**src/rtl/limb_accumulator.sv**
```systemverilog
// Recombines a stream of X*Y_i partial products (least-significant limb first)
// into the full product X*Y using a carry window and one PW+1-bit add per beat.
module limb_accumulator #(
  parameter int NUM_LIMBS = 2,
  parameter int CONST_W   = 256,
  parameter int LIMB_W    = 128,
  localparam int PW       = CONST_W + LIMB_W,
  localparam int ZW       = CONST_W + LIMB_W * NUM_LIMBS
) (
  input  logic          clock,
  input  logic          reset,
  input  logic [PW-1:0] P,
  input  logic          in_valid,
  input  logic          clear,
  output logic [ZW-1:0] Z,
  output logic          out_valid,
  output logic          busy
);

  localparam int IDX_W = (NUM_LIMBS > 2) ? $clog2(NUM_LIMBS) : 1;
  localparam int RW    = LIMB_W * (NUM_LIMBS - 1);
  localparam logic [IDX_W-1:0] LAST_IDX = IDX_W'(NUM_LIMBS - 1);

  logic [IDX_W-1:0]   idx;
  logic [CONST_W:0]   win;
  logic [RW-1:0]      r;
  logic [PW:0]        sum;
  logic               accept;
  logic               last;

  assign accept = in_valid && !clear;
  assign last   = (idx == LAST_IDX);
  assign sum    = {1'b0, P} + (PW + 1)'(win);
  assign busy   = (idx != '0);

  always_ff @(posedge clock or posedge reset) begin
    if (reset) begin
      idx       <= '0;
      win       <= '0;
      r         <= '0;
      Z         <= '0;
      out_valid <= 1'b0;
    end else if (clear) begin
      idx       <= '0;
      win       <= '0;
      out_valid <= 1'b0;
    end else if (accept) begin
      if (last) begin
        // The final limb's window spans the top PW bits of Z exactly; S[PW] falls off.
        Z         <= {sum[PW-1:0], r};
        out_valid <= 1'b1;
        idx       <= '0;
        win       <= '0;
      end else begin
        for (int k = 0; k < NUM_LIMBS - 1; k++) begin
          if (idx == IDX_W'(k)) r[k*LIMB_W +: LIMB_W] <= sum[LIMB_W-1:0];
        end
        win       <= sum[PW:LIMB_W];
        idx       <= idx + 1'b1;
        out_valid <= 1'b0;
      end
    end else begin
      out_valid <= 1'b0;
    end
  end

endmodule
```
**config.mk**
```make
export PLATFORM = sky130hd
export DESIGN_NAME = limb_accumulator
export DESIGN_NICKNAME = d
export VERILOG_FILES = /design/src/rtl/limb_accumulator.sv
export SDC_FILE = /design/constraint.sdc
export NUM_CORES = 2
export LEC_CHECK = 0
export ABC_AREA = 1
export CORE_AREA = 2 2 599 482
export DETAILED_ROUTE_END_ITERATION = 16
export DIE_AREA = 0 0 601 484
export GPL_TIMING_DRIVEN = 0
export PLACE_DENSITY_LB_ADDON = 0.3
export SLEW_MARGIN = 30
export SYNTH_ARGS = -nofsm -noshare
export SYNTH_HDL_FRONTEND = slang
export SYNTH_SLANG_ARGS = --single-unit
```
**constraint.sdc**
```tcl
create_clock -name clock -period 33.9 [get_ports clock]
set_input_delay 3.39 -clock clock [delete_from_list [all_inputs] [get_ports clock]]
set_output_delay 3.39 -clock clock [all_outputs]
set_load 0.005 [all_outputs]
```
Word-level counts from Yosys, hierarchy flattened:

Cells that the tools add are included.

* bitwise gates (word level): 2
* reduce and logical (&&, ||, !) cells: 5
* add/sub/neg operators: 2
* multiplexer cells: 9

Operators with widths (count)
* 2-to-1 mux 257 bit: 3
* adder 384 x 257 -> 385 bit: 1
* 2-to-1 mux 1 bit: 6
* AND reduction 3 bit: 2
* NOT 1 bit: 2
* nonzero test 2 bit: 1
* adder 1 bit (second input constant): 1
* logical AND 1 bit: 1
* logical NOT 1 bit: 1

* output and inout port bits: 514
* register bits after elaboration: 899
* input port bits: 388
* word-level logic and storage cells: 23

Depth between registers and ports, before layout:

* depth in word-level cells: 4
* gate-level depth with buffers: 21
* mapped depth without buffers: 21

Least setup slack after synthesis:

No wires, ideal clock.

* path type: input to register
* from: input port P[0]
* to: register win[64]
* arrival time: 5.373 ns
* setup time: 0.118 ns
* cell stages on the path: 17
* data required time: 33.782 ns
* setup slack: 28.409 ns
* cell sequence: ha_1 -> fa_1 -> nand3_1 -> nand3_1 -> nand2_1 -> nand2_1 -> nand2_1 -> nand2_1 -> nand2_1 -> nand2_1 -> nand2_1 -> nand2_1 -> nand2_1 -> nand3_2 -> or2_2 -> nand3_1 -> nand2_1

* cells in the longest elaborated chain, start to end: 4

RTL lines
* from (decl): line 12 `input logic [PW-1:0] P,`
* adder 384 x 257 -> 385 bit: line 33 `assign sum = {1'b0, P} + (PW + 1)'(win);`
* 2-to-1 mux 257 bit: line 48 `if (last) begin`
* 2-to-1 mux 257 bit: line 47 `end else if (accept) begin`
* 2-to-1 mux 257 bit: line 43 `end else if (clear) begin`
* to (signal assigned): line 58 `win <= sum[PW:LIMB_W];`
* to (decl): line 25 `logic [CONST_W:0] win;`

Every way passes these cells. The select of a mux whose other input is x is not followed.
A chain may end at the register's enable or synchronous reset.

Final worst setup path:

* from: input port P[121]
* to: register win[122]

Same word-level chain as after synthesis.

==> impl_metrics.toml <==
[floorplan]
pin_count = 902
fp.dieH_um = 484
rows = 176
dieArea_sq_um = 290900
die_x_um = 601
core_sq_um = 285600
start_util_pct = 25.79

[cts]
cts-buffers-inserted = 104
path_clk_slew_ns = 0.07
cts.path.max_buffers = 3
cts_root_buf = "clkbuf_16"
clk_latency_ns = 0.85
htreeDepth = 3
cts_sinks = 899
ctsResizeCount = 0
post_cts_buffers = 0
cts_hold_buf = 0
cts_tree = "built"

[setup_path]
crit_start = "P[121]"
end_kind = "flop"
crit_fanout = 4
rrSetupSlack_ns = 27.42
rr_startpoint = "win[120]"
crit_path_end = "win[122]"
worstReg2RegEnd = "win[122]"
reg2reg_depth = 13
cp-start-kind = "input port"
cp_data_required_time_ns = 34.66
cp.arrival_ns = 9.95
worstSetupPathType = "input port to flop"

[synth]
synth-edff-count = 0
syn_area_per_cell_sq_um = 5.698
ys_warn_count = 0
yosysTopAreaCellShare_pct = 31.72
synthesis.area_sq_um = 73660
ys_seq_area_share_pct = 30.54
yosys-top-cells-area = "nand2_1, dfrtp_1, inv_1"
ys_async_sr_fraction_pct = 100.0
synth_top_cell_by_area = "nand2_1"
netlist_instances = 12930
synth_cell_types = 33
ys_ff_latch = 899
synthesis.nets = 13570
synthFlopType = "dfrtp_1"

[routing]
ant_nets = 0
routed_wl_um = 680000
drtIter0Drc = 12500
vias = 91010
drc_errors = 0
vias_per_cell = 5.069
first_pass_iters = 7
wl_per_cell_um = 37.87

[final_layout]
regArea_sq_um = 22500
drive_gt1_share_pct = 3.639
fin_util_pct = 32.42
fillers = 33000
most-common-layout-cells = "nand2_1, inv_1, nor2_1"
multiInputGateArea_sq_um = 42200
area_growth_pct = 25.71
final_common_cell = "nand2_1"
finalNetCount = 14630

[pwr]
switching_share_pct = 41.40
p_clk_share_pct = 28.0
cellLeakagePower_nw = 50.73
ir_drop_mv = 0.04806
p_int_mw = 2.631
pwr-share-seq_pct = 33.2
power.total_mw = 4.491
combinationalPowerShare_pct = 38.7
p_per_area_nw_per_um2 = 48.50
p_sw_mw = 1.859

[timing]
tns_ns = 0
finalCriticalPeriod_ns = 9.186
rsz0062_at_grt = "false"
slew_violations = 0
fin_crit_sh_pct = 27.10
max_slew_margin_pct = 19.01
whs_ns = 0.4673
setup-violations-final = 0
skew_ns = 0.09971
hold_violations = 0
worst_pin_slew_ns = 1.210
fmaxAchievable_mhz = 108.9
finalWorstSetupSlack_ns = 24.71

[grt]
grt_pass1_vias = 82760
grt-ovfl-total = 0
antenna_found_initial = 128
groute.usage.overall_pct = 45.24
grt_pass1_wl_um = 851400
grt_max_degree = 87

[placement]
place_congestion = 1.113
portBuffers = 901
dpl.hpwl_um = 616400
post-place-ws_ns = 24.42

[flow_run]
drv_cap = 0

[run_status]
outcome = "finished, final reports clean"

[min_path]
hold_class = "flop to flop"
==> kinds of logic (layout without fill, tap and decap cells) <==
family                     Yosys count  after routing  share of synthesized area (%)
buffers and inverters             2456           3596                          12.55
DFF                                899            899                          30.54
adders and majority gates          258            258                          4.392
AOI/OAI and AO/OA                  529            529                          3.603
xor gates and xnor gates           182            182                          2.164
and+or+nand+nor                   8604           8604                          46.75
other                                0             61                              0
==> layout make-up <==
class                   instances  share of cell area (%)
plain buffers                 196                  0.8742
flip-flops and latches        899                   24.29
clock inverters                53                  0.7742
clock buffers                 140                   3.206
well taps                    3827                   5.171
inverters                    2260                   9.169
multi-input cells            9573                   45.58
repair buffers                947                   10.77
diodes                         61                  0.1648
==> critical path, cell delays in order <==
cell and delay [ns]:
clkdlybuf4s50_1 0.51, ha_1 0.53, nand2_1 0.26, nor2_1 0.76, nand2_1 0.47, nor2_1 0.45
nand2_1 0.50, nor2_1 0.73, nand2_1 0.11, nand2_1 0.64, nand3_1 0.49, nand3_1 0.23
nand3_1 0.62, nand2_1 0.21
==> flip-flops by register name, summed over array words and instances (netlist names) <==
register	cells
out_valid	1
r	128
win	257
Z	512
busy	1
==> per-layer routing <==
metal	GRT usage (%)	up-vias	routed length (um)
li1	-	40810	-
met1	61.74	44220	299200
met2	62.24	5028	263400
met3	14.88	900	72720
met4	24.48	52	44140
met5	0.3275	-	529
==> power by group through the flow <==
stage	clock (mW)	combinational, mW	sequential (mW)
floorplan	0	0.597	1.48
global placement	0	1.66	1.51
detailed placement	0	1.68	1.50
CTS	1.27	1.68	1.49
global route	1.31	1.80	1.52
finish	1.26	1.74	1.49
==> per-stage QoR <==
stage	instances	area, sq um
4_1_cts	17890	92380
6_report	17960	92600
3_5_place_dp	17700	88700
3_3_place_gp	17660	87470
2_1_floorplan	12930	73660
5_1_grt	17910	92500
==> synthesized netlist by cell type, types with 6 or more instances <==
| master | n |
|---|---|
| o21ai_0 | 347 |
| nand2_1 | 6225 |
| nor2_1 | 1266 |
| clkbuf_1 | 171 |
| xnor2_1 | 160 |
| nor3_1 | 112 |
| nand3_1 | 661 |
| inv_1 | 2251 |
| o21ai_1 | 23 |
| ha_1 | 257 |
| buf_1 | 6 |
| nor2_2 | 43 |
| nor3_2 | 30 |
| a21oi_1 | 156 |
| dfrtp_1 | 899 |
| xor2_1 | 22 |
| or2_2 | 37 |
| nand3_2 | 26 |
| nand3b_1 | 57 |
| nor4_1 | 18 |
| nand4_1 | 85 |
| nand3b_2 | 8 |
| buf_2 | 19 |
| nand2_2 | 22 |
==> worst min path at each step <==
stage / startpoint / end / slack (ns) / depth (start not counted)
after floorplan: r[100] / Z[100] / 0.45 / 2
after global placement: Z[125] / Z[125] / 0.45 / 2
after detailed placement: Z[68] / Z[68] / 0.46 / 2
after CTS: Z[94] / Z[94] / 0.47 / 2
after global routing: Z[74] / Z[74] / 0.49 / 2
final: Z[78] / Z[78] / 0.47 / 2
Power figures use the tool's default switching activity.
